**src/rtl/call_scheduler.sv**
```systemverilog
// Elevator call scheduler: latches floor calls, issues one target at a time, runs the door dwell.
// Define CALL_SCHEDULER_SCAN_DIR_EN for direction-aware scan selection; otherwise the lowest call wins.
module call_scheduler #(
  parameter int unsigned DWELL_CYCLES = 8
) (
  input  logic       clk,
  input  logic       rst,
  input  logic [3:0] btn,
  input  logic       stop,
  input  logic [1:0] cur_floor,
  output logic [1:0] req_floor,
  output logic       req_valid,
  output logic [3:0] pending,
  output logic       arrived,
  output logic       door_open,
  output logic [3:0] served_count
);

  typedef enum logic [1:0] {IDLE, MOVE, DOOR} state_t;

  localparam logic [7:0] DWELL_LOAD = 8'(DWELL_CYCLES - 1);

  state_t     r_state, w_state_nxt;
  logic [3:0] r_pending, w_pending_nxt;
  logic [1:0] r_req_floor, w_req_floor_nxt;
  logic       r_req_valid, w_req_valid_nxt;
  logic       r_arrived, w_arrived_nxt;
  logic       r_door_open, w_door_open_nxt;
  logic [3:0] r_served, w_served_nxt;
  logic [7:0] r_dwell, w_dwell_nxt;
  logic       w_arrive;
  logic [3:0] w_set, w_clr;
  logic [1:0] w_target;

`ifdef CALL_SCHEDULER_SCAN_DIR_EN
  localparam logic DIR_UP   = 1'b1;
  localparam logic DIR_DOWN = 1'b0;

  logic r_dir, w_dir_nxt, w_sel_dir, w_found;

  // Loop order picks the nearest candidate: later matches overwrite earlier ones.
  always_comb begin
    w_target  = 2'd0;
    w_sel_dir = r_dir;
    w_found   = 1'b0;
    if (r_dir == DIR_UP) begin
      for (int i = 3; i >= 0; i--)
        if (r_pending[i] && i >= int'(cur_floor)) begin
          w_target = 2'(i);
          w_found  = 1'b1;
        end
      if (!w_found) begin
        w_sel_dir = DIR_DOWN;
        for (int i = 0; i < 4; i++)
          if (r_pending[i] && i < int'(cur_floor)) w_target = 2'(i);
      end
    end else begin
      for (int i = 0; i < 4; i++)
        if (r_pending[i] && i <= int'(cur_floor)) begin
          w_target = 2'(i);
          w_found  = 1'b1;
        end
      if (!w_found) begin
        w_sel_dir = DIR_UP;
        for (int i = 3; i >= 0; i--)
          if (r_pending[i] && i > int'(cur_floor)) w_target = 2'(i);
      end
    end
  end
`else
  always_comb begin
    w_target = 2'd0;
    for (int i = 3; i >= 0; i--)
      if (r_pending[i]) w_target = 2'(i);
  end
`endif

  always_comb begin
    w_state_nxt     = r_state;
    w_req_floor_nxt = r_req_floor;
    w_req_valid_nxt = r_req_valid;
    w_door_open_nxt = r_door_open;
    w_served_nxt    = r_served;
    w_dwell_nxt     = r_dwell;
`ifdef CALL_SCHEDULER_SCAN_DIR_EN
    w_dir_nxt       = r_dir;
`endif
    w_arrive = (r_state == MOVE) && !stop && (cur_floor == r_req_floor);
    w_set    = btn;
    if (r_state == DOOR) w_set[cur_floor] = 1'b0;
    w_clr    = 4'd0;
    if (w_arrive) w_clr[r_req_floor] = 1'b1;
    // Clear beats a same-edge set of the served floor.
    w_pending_nxt = (r_pending | w_set) & ~w_clr;
    w_arrived_nxt = w_arrive;
    if (!stop) begin
      case (r_state)
        IDLE: if (|r_pending) begin
          w_state_nxt     = MOVE;
          w_req_floor_nxt = w_target;
          w_req_valid_nxt = 1'b1;
`ifdef CALL_SCHEDULER_SCAN_DIR_EN
          w_dir_nxt       = w_sel_dir;
`endif
        end
        MOVE: if (w_arrive) begin
          w_state_nxt     = DOOR;
          w_req_valid_nxt = 1'b0;
          w_served_nxt    = r_served + 4'd1;
          w_door_open_nxt = 1'b1;
          w_dwell_nxt     = DWELL_LOAD;
        end
        DOOR: if (r_dwell == 8'd0) begin
          w_state_nxt     = IDLE;
          w_door_open_nxt = 1'b0;
        end else begin
          w_dwell_nxt     = r_dwell - 8'd1;
        end
        default: w_state_nxt = IDLE;
      endcase
    end
  end

  always_ff @(posedge clk or posedge rst) begin
    if (rst) begin
      r_state     <= IDLE;
      r_pending   <= 4'd0;
      r_req_floor <= 2'd0;
      r_req_valid <= 1'b0;
      r_arrived   <= 1'b0;
      r_door_open <= 1'b0;
      r_served    <= 4'd0;
      r_dwell     <= 8'd0;
    end else begin
      r_state     <= w_state_nxt;
      r_pending   <= w_pending_nxt;
      r_req_floor <= w_req_floor_nxt;
      r_req_valid <= w_req_valid_nxt;
      r_arrived   <= w_arrived_nxt;
      r_door_open <= w_door_open_nxt;
      r_served    <= w_served_nxt;
      r_dwell     <= w_dwell_nxt;
    end
  end

`ifdef CALL_SCHEDULER_SCAN_DIR_EN
  always_ff @(posedge clk or posedge rst) begin
    if (rst) r_dir <= DIR_UP;
    else     r_dir <= w_dir_nxt;
  end
`endif

  assign req_floor    = r_req_floor;
  assign req_valid    = r_req_valid;
  assign pending      = r_pending;
  assign arrived      = r_arrived;
  assign door_open    = r_door_open;
  assign served_count = r_served;

endmodule

```
**config.mk**
```make
export PLATFORM = sky130hd
export DESIGN_NAME = call_scheduler
export DESIGN_NICKNAME = d
export VERILOG_FILES = /design/src/rtl/call_scheduler.sv
export SDC_FILE = /design/constraint.sdc
export NUM_CORES = 1
export LEC_CHECK = 0
export CORE_MARGIN = 10
export CORE_UTILIZATION = 55
export DETAILED_ROUTE_END_ITERATION = 10
export PLACE_DENSITY_LB_ADDON = 0.15
export REMOVE_ABC_BUFFERS = 1
export SLEW_MARGIN = 20
export SYNTH_ARGS = -nofsm -noshare
export SYNTH_HDL_FRONTEND = slang
export SYNTH_SLANG_ARGS = --single-unit
export TNS_END_PERCENT = 1
```
**constraint.sdc**
```tcl
create_clock -name clk -period 3.2 [get_ports clk]
set_input_delay 0.64 -clock clk [delete_from_list [all_inputs] [get_ports clk]]
set_output_delay 0.64 -clock clk [all_outputs]
set_load 0.03 [all_outputs]
```
Yosys cells after proc, flatten, opt, wreduce, memory -nomap -nowiden
Index checks and enable logic that the tools add are counted.
{"block": "classes", "n_addsub": 2, "magnitude_cmp": 4, "n_eq_ne": 7, "n_mux": 23, "bitwise_logic": 6, "reduce_logical": 16}
{"operator": "8-bit two-way mux", "n": 2}
{"operator": "8-bit case mux with 2 select lines", "n": 1}
{"operator": "4-bit AND reduction", "n": 4}
{"operator": "2-bit two-way mux", "n": 7}
{"operator": "4-bit AND", "n": 2}
{"operator": "8-bit zero test", "n": 1}
{"operator": "4-bit two-way mux", "n": 2}
{"operator": "4-bit NOT", "n": 2}
{"operator": "8-bit by 1-bit subtractor with 8-bit output, second input constant", "n": 1}
{"operator": "2-bit by 3-bit less-than comparator with 1-bit output, second input constant", "n": 2}
{"operator": "1-bit two-way mux", "n": 6}
{"operator": "2-bit inequality test, second input constant", "n": 3}
{"operator": "2-bit case mux with 3 select lines", "n": 1}
{"operator": "3-bit AND reduction", "n": 2}
{"operator": "4-bit by 1-bit adder with 4-bit output, second input constant", "n": 1}
{"operator": "1-bit demux with 2-bit select", "n": 2}
{"operator": "2-bit by 1-bit >= comparator with 1-bit output, second input constant", "n": 2}
{"operator": "1-bit logical AND", "n": 4}
{"operator": "4-bit bitwise OR", "n": 1}
{"operator": "1-bit case mux with 2 select lines", "n": 2}
{"operator": "2-bit nonzero test", "n": 2}
{"operator": "4-bit OR reduction", "n": 1}
{"operator": "2-bit by 1-bit == test with 1-bit output, second input constant", "n": 1}
{"operator": "2-bit == test", "n": 1}
{"operator": "5 further kinds", "n": 5}
{"block": "totals", "reg_bits": 23, "inputBits": 9, "output_inout_bits": 13, "elab_cells": 66}

Depth between registers and ports, before layout
Gate-level depths: netlist of the first run.
{"block": "logic_depth", "ltp_word": 9, "mapped_depth": 7, "mapped_depth_nobuf": 6}

Worst setup path after synthesis of the first run
No wires, ideal clock.
{"block": "synth_timing", "path_kind": "input to register", "startpoint": "input cur_floor[0]", "endpoint": "register r_served[1], in the netlist served_count[1]", "setup_time_ns": 0.127, "arrival_time_ns": 1.648, "t_required_ns": 3.073, "path_slack_ns": 1.425, "cell_stages": 3, "n_path_buf": 0, "cell_sequence": "xor2_1 > nor4b_4 > mux2_1"}
{"block": "synth_between", "elab_chain_len": 3}
{"item": "from (decl)", "line_no": "10", "rtl": "input logic [1:0] cur_floor,"}
{"item": "2-bit == test", "line_no": "88", "rtl": "w_arrive = (r_state == MOVE) && !stop && (cur_floor == r_req_floor);"}
{"item": "1-bit logical AND", "line_no": "88"}
{"item": "named net w_arrive", "line_no": "31", "rtl": "logic w_arrive;"}
{"item": "3-bit AND reduction (no source line)"}
{"item": "to (signal assigned)", "line_no": "141", "rtl": "r_served <= w_served_nxt;"}
{"item": "to (decl)", "line_no": "29", "rtl": "logic [3:0] r_served, w_served_nxt;"}
The timed path passes the listed nets, and every way through them passes these cells.
A chain may end at the register's enable or synchronous reset.

Worst setup path after layout of the first run
{"block": "layout_timing", "startpoint": "register r_req_floor[0], in the netlist req_floor[0]", "endpoint": "output req_floor[0]"}
{"item": "from (decl)", "line_no": "25", "rtl": "logic [1:0] r_req_floor, w_req_floor_nxt;"}
{"item": "from (signal assigned)", "line_no": "137", "rtl": "r_req_floor <= w_req_floor_nxt;"}
{"item": "to (decl)", "line_no": "11", "rtl": "output logic [1:0] req_floor,"}
No word-level cell between the ends.

==> impl_metrics.env, run 1 <==
export IMPL_syn_to_final_growth_pct=19.8
export IMPL_synth_common_cells="23 x dfrtp_1, 11 x inv_1, 8 x a21oi_1"
export IMPL_ys_types=42
export IMPL_synth_compound_area_frac=0.182
export IMPL_setup_tns_ns=0
export IMPL_core_area_sq_mm=0.00225
export IMPL_switchingPower_uw=545
export IMPL_finalSetupViolCount=0
export IMPL_synthMuxAreaShare=0.0246
export IMPL_num_rows=17
export IMPL_slew_violations=0
export IMPL_netlist_area_sq_mm=0.00132
export IMPL_gp_congestion=0.805
export IMPL_hold_viol=0
export IMPL_grt_max_degree=24
export IMPL_fin_skew_ns=0.00487
export IMPL_cts_tree="done"
export IMPL_synth_top_area_cell="dfrtp_1"
export IMPL_clockBufferDepth=2
export IMPL_min_period_over_period=0.685
export IMPL_ys_top_cells_by_area="dfrtp_1 43%, ha_1 6.6%, nor4b_4 3.6%"
export IMPL_cts_sinks=23
export IMPL_powerDensity_mw_per_mm2=780
export IMPL_synth_edff_count=0
export IMPL_cts_buffers=3
export IMPL_numPortBuffers=21
export IMPL_crit_type="reg2out"
export IMPL_drc=0
export IMPL_viasPerCell=5.89
export IMPL_dp_hpwl_mm=2.12
export IMPL_sw_frac_of_total=0.440
export IMPL_crit_fanout=7
export IMPL_whs_ns=0.492
export IMPL_post_cts_setup_buffer_count=0
export IMPL_dr_pass1_iters=4
export IMPL_ys_seq_area_frac=0.435
export IMPL_yosys_area_share_simple=0.210
export IMPL_required_ns=2.56
export IMPL_dpl_cell_count=174
export IMPL_drtIter0Drc=45
export IMPL_layout_cells_non_filler=178
export IMPL_num_io_pins=22
export IMPL_avgSynthCellArea_sq_um=10.4
export IMPL_internal_power_uw=693
export IMPL_wl_per_cell_microns=15.5
export IMPL_path_cells="clkdlybuf4s50_1"
export IMPL_crit_path_top_delay_cell="clkdlybuf4s50_1"
export IMPL_max_slew_worst_pin_slew_ns=0.876
export IMPL_synth_top_area_frac=0.435
export IMPL_nets=167
export IMPL_insertion_delay_ns=0.31
export IMPL_ys_warn_count=0
export IMPL_die_w_microns=69.1
export IMPL_synth_async_reset_ratio=1.00
export IMPL_power_frac_comb=0.512
export IMPL_synth_most_common_cell="dfrtp_1"
export IMPL_clkSlewWorstSetupHoldPaths_ns=0.13
export IMPL_synth_main_ff_cell="dfrtp_1"
export IMPL_max_slew_margin=0.416
export IMPL_ys_seq_elements=23
export IMPL_startpoint_type="register"
export IMPL_peakVddDrop_mv=0.560
export IMPL_synth_xor_xnor_area_share=0.0331
export IMPL_ant_nets=0
export IMPL_final_layout_size_suffix_gt1_frac=0.0800
export IMPL_track_usage=0.115
export IMPL_hp_class="reg2reg"
export IMPL_dieArea_sq_mm=0.00477
export IMPL_grt_pass1_wl_mm=4.92
export IMPL_crit_family="buffers and inverters"
export IMPL_post_cts_resized=0
export IMPL_p_seq_frac=0.379
export IMPL_min_period_ns=2.19
export IMPL_grt_overflow_total=0
export IMPL_syn_inst=127
export IMPL_endpoint_kind="output port"
export IMPL_initial_core_util=0.587
export IMPL_ctsHoldBuffers=0
export IMPL_cp_num_buf_inv=1
export IMPL_synth_top_family_by_area="simple AND/OR/NAND/NOR gates"
export IMPL_max_stage_delay_ns=0.73
export IMPL_vias=1049
export IMPL_wl_mm=2.76
export IMPL_cp_arrival_ns=1.55
export IMPL_leakagePower_uw=0.000679
export IMPL_max_freq_mhz=456
export IMPL_power_clock_fraction=0.109
export IMPL_cts_root_buf="clkbuf_4"
export IMPL_status="finished, final reports clean"
export IMPL_cap_violations=0
export IMPL_antenna_cells=0
export IMPL_antenna_found_initial=0
export IMPL_cts_htree_levels=1
export IMPL_grt_pass1_vias=1113
export IMPL_final_core_util=0.704
export IMPL_synthAdderAreaFrac=0.0662
export IMPL_rsz0062_at_grt="no"
export IMPL_die_h_microns=69.1
[logic make-up (layout without fill, tap and decap cells)]
family | after synthesis | after routing
compound gates | 32 | 32
simple gates | 42 | 42
mux | 3 | 3
buf+inv | 15 | 38
xor+xnor | 5 | 5
fa+ha+maj | 7 | 7
flops | 23 | 23
[cell type report]
class / instances / area [sq um]
Multi-Input combinational cell: 89 / 683
Fill cell: 193 / 668
Sequential cell: 23 / 576
Timing Repair Buffer: 23 / 225
Inverter: 11 / 41.3
Tap cell: 28 / 35.0
Clock buffer: 4 / 26.3
[flip-flops by register name (all words and copies together) (netlist names)]
name	count
r_dwell	8
r_state	2
served_count	4
pending	4
door_open	1
arrived	1
req_valid	1
req_floor	2
[per-layer routing]
metal  routed length, microns  vias up  part of all wire  GRT usage
met3                      115        2             0.042     0.0314
met5                        0        -                 0          0
met2                     1390       17              0.50      0.203
met4                       10        0            0.0036     0.0355
li1                         -      515                 -          -
met1                     1250      515              0.45      0.130
[power by group through the flow]
stage	registers, uW	clock network (uW)	logic (uW)
2_1_floorplan	555	0	326
3_3_place_gp	469	0	616
3_5_place_dp	477	0	639
4_1_cts	471	141	640
5_1_grt	486	154	695
6_report	469	135	633
[metrics by stage]
step | cell area [sq um] | setup slack (ns) | power (uW)
2_1_floorplan | 1300 | 1.18 | 881
3_3_place_gp | 1560 | 0.821 | 1090
3_5_place_dp | 1560 | 0.756 | 1120
4_1_cts | 1590 | 0.970 | 1250
5_1_grt | 1590 | 0.940 | 1340
6_report | 1590 | 1.01 | 1240
[cells in the final DEF, fill, tap and decap left out, types with 2 or more instances in the layout]
cell / Yosys / final
a211o_1: 2 / 2
a21boi_0: 2 / 2
a21oi_1: 8 / 8
a31oi_1: 7 / 7
a32o_1: 2 / 2
and3_1: 3 / 3
buf_4: 0 / 2
clkbuf_4: 0 / 3
clkdlybuf4s50_1: 0 / 21
dfrtp_1: 23 / 23
ha_1: 7 / 7
inv_1: 11 / 11
mux2_1: 2 / 2
nand2_1: 6 / 6
nand3_1: 5 / 5
nand3b_1: 2 / 2
nand4_1: 5 / 5
nor2_1: 4 / 4
nor2b_1: 3 / 3
nor3b_1: 3 / 3
nor4_1: 2 / 2
nor4b_4: 2 / 2
o21ai_0: 2 / 2
xnor2_1: 2 / 2
xor2_1: 3 / 3
[worst paths after layout]
path / from / endpoint / slack, ns / cells after the start
worst max-delay path: req_floor[0] / req_floor[0] / 1.01 / 1
worst min-delay path: served_count[3] / served_count[3] / 0.49 / 1
worst max register to register: r_state[0] / r_dwell[3] / 1.12 / 7
worst min register to register: served_count[3] / served_count[3] / 0.49 / 1
max in group asynchronous: rst / r_dwell[3] / 1.85 / 2
min in group asynchronous: rst / served_count[0] / 0.81 / 2
Power figures use the tool's default switching activity.
==> run 2, diff against run 1 <==
- CORE_UTILIZATION: 55 -> 47
- clock period: 3.2 -> 1.78 ns (I/O delays scaled with it)
==> run 2 against run 1 <==
Net effect: utilization fell by 1.6 points; routed wire length up 22%; combinational power grew 150%; power is 110% higher; clock skew is 0.0027 ns higher; via count up 15%; die area increased by 12%; final cell count grew 20%; critical path depth up 5; setup slack got worse by 1.0 ns; final area grew 19%; largest cell class unchanged; largest power group unchanged.
==> impl_metrics.env, run 2 (synthesis gave the netlist of run 1 again) <==
export IMPL_status="finished, final reports clean"
export IMPL_finalSetupViolCount=0
export IMPL_ant_nets=0
export IMPL_vias=1203
export IMPL_crit_type="reg2reg"
export IMPL_max_slew_margin=0.737
export IMPL_grt_pass1_vias=1176
export IMPL_powerDensity_mw_per_mm2=1410
export IMPL_grt_pass1_wl_mm=5.40
export IMPL_mostFrequentLayoutCells="33 x buf_4, 23 x dfrtp_1, 10 x clkdlybuf4s50_1, 10 x dlygate4sd2_1, 8 x a21oi_1"
export IMPL_dr_pass1_iters=5
export IMPL_cp_arrival_ns=1.99
export IMPL_path_cells="ha_4 > buf_6 > a311oi_4 > buf_4 > and3_4 > a31oi_2"
export IMPL_grt_max_degree=24
export IMPL_internal_power_uw=1510
export IMPL_cts_tree="done"
export IMPL_initial_core_util=0.484
export IMPL_wl_per_cell_microns=15.8
export IMPL_dieArea_sq_mm=0.00534
export IMPL_core_area_sq_mm=0.00273
export IMPL_ctsHoldBuffers=0
export IMPL_gp_congestion=0.791
export IMPL_switchingPower_uw=1130
export IMPL_num_rows=19
export IMPL_grt_overflow_total=0
export IMPL_track_usage=0.127
export IMPL_viasPerCell=5.65
export IMPL_cts_buffers=3
export IMPL_peakVddDrop_mv=1.06
export IMPL_power_clock_fraction=0.097
export IMPL_drtIter0Drc=59
export IMPL_leakagePower_uw=0.000856
export IMPL_max_stage_delay_ns=0.46
export IMPL_dpl_cell_count=204
export IMPL_clkSlewWorstSetupHoldPaths_ns=0.14
export IMPL_startpoint_type="register"
export IMPL_p_seq_frac=0.309
export IMPL_largest_reg_flops=8
export IMPL_insertion_delay_ns=0.32
export IMPL_wl_mm=3.37
export IMPL_antenna_cells=0
export IMPL_hp_class="in2async"
export IMPL_die_h_microns=73.1
export IMPL_min_period_ns=1.77
export IMPL_max_slew_worst_pin_slew_ns=0.395
export IMPL_syn_to_final_growth_pct=42.1
export IMPL_cts_sinks=23
export IMPL_slew_violations=0
export IMPL_rsz0062_at_grt="yes"
export IMPL_die_w_microns=73.1
export IMPL_top_register="r_dwell"
export IMPL_max_freq_mhz=564
export IMPL_num_io_pins=22
export IMPL_required_ns=2.00
export IMPL_hold_viol=0
export IMPL_numPortBuffers=21
export IMPL_sw_frac_of_total=0.427
export IMPL_final_layout_size_suffix_gt1_frac=0.308
export IMPL_fin_skew_ns=0.00754
export IMPL_endpoint_kind="register"
export IMPL_drc=0
export IMPL_min_period_over_period=0.997
export IMPL_layout_commonest_cell="buf_4"
export IMPL_cap_violations=0
export IMPL_layout_cells_non_filler=213
export IMPL_power_frac_comb=0.595
export IMPL_crit_path_top_delay_cell="dfrtp_1"
export IMPL_cts_htree_levels=1
export IMPL_cts_root_buf="clkbuf_4"
export IMPL_nets=199
export IMPL_antenna_found_initial=0
export IMPL_setup_tns_ns=0
export IMPL_crit_fanout=7
export IMPL_dp_hpwl_mm=2.54
export IMPL_clockBufferDepth=2
## run 2: power groups by stage
stage / combinational, uW / clock, uW / sequential, uW
floorplan: 586 / 0 / 998
global placement: 1410 / 0 / 813
detailed placement: 1460 / 0 / 827
CTS: 1470 / 262 / 812
global route: 1710 / 280 / 844
finish: 1570 / 256 / 816
## run 2: final cells by class
| cell class | instances | area [sq um] |
|---|---|---|
| Sequential cell | 23 | 576 |
| Timing Repair Buffer | 55 | 459 |
| Clock buffer | 3 | 22.5 |
| Tap cell | 31 | 38.8 |
| Inverter | 11 | 41.3 |
| Multi-Input combinational cell | 89 | 738 |
| Clock inverter | 1 | 5.00 |
| Fill cell | 233 | 853 |
## run 2: worst paths after layout
kind / to / startpoint / depth (start not counted) / slack [ns]
worst max-delay path: r_dwell[2] / r_state[1] / 6 / 0.005
max in group asynchronous: r_dwell[6] / rst / 3 / 1.17
worst min-delay path: req_valid / rst / 3 / 0.38
worst max register to register: r_dwell[2] / r_state[1] / 6 / 0.005
min in group clk: served_count[3] / served_count[3] / 1 / 0.49
worst min register to register: served_count[3] / served_count[3] / 1 / 0.49
## run 2: critical path, delay by kind of cell (launching register included)
| family | cells | cell delay, ns |
|---|---|---|
| buf+inv | 2 | 0.32 |
| flops | 1 | 0.46 |
| fa+ha+maj | 1 | 0.19 |
| compound gates | 2 | 0.51 |
| simple gates | 1 | 0.18 |
## run 2: timing repair
item / in CTS / in global routing
buffers inserted: 1 / 5
setup endpoints to repair: 19 / 8
pin swaps: 3 / 6
gates resized for setup: 15 / 13
## run 2: metrics by stage
step           area [sq um]  worst slack [ns]  power [uW]  utilization  hold slack [ns]
4_1_cts                1800          -0.00395        2540        0.658            0.391
3_5_place_dp           1770            -0.236        2290        0.646            0.469
2_1_floorplan          1300            -0.240        1580            -            0.358
6_report               1880           0.00541        2640        0.688            0.380
5_1_grt                1880           -0.0735        2840        0.688            0.392
3_3_place_gp           1770            -0.204        2230        0.646            0.467
## run 2: routing by layer
layer  share of wire  GRT usage  routed length (microns)
met4           0.016     0.0506                       53
met5               0          0                        0
met2            0.50      0.217                     1700
met3           0.041     0.0272                      139
met1            0.44      0.150                     1490
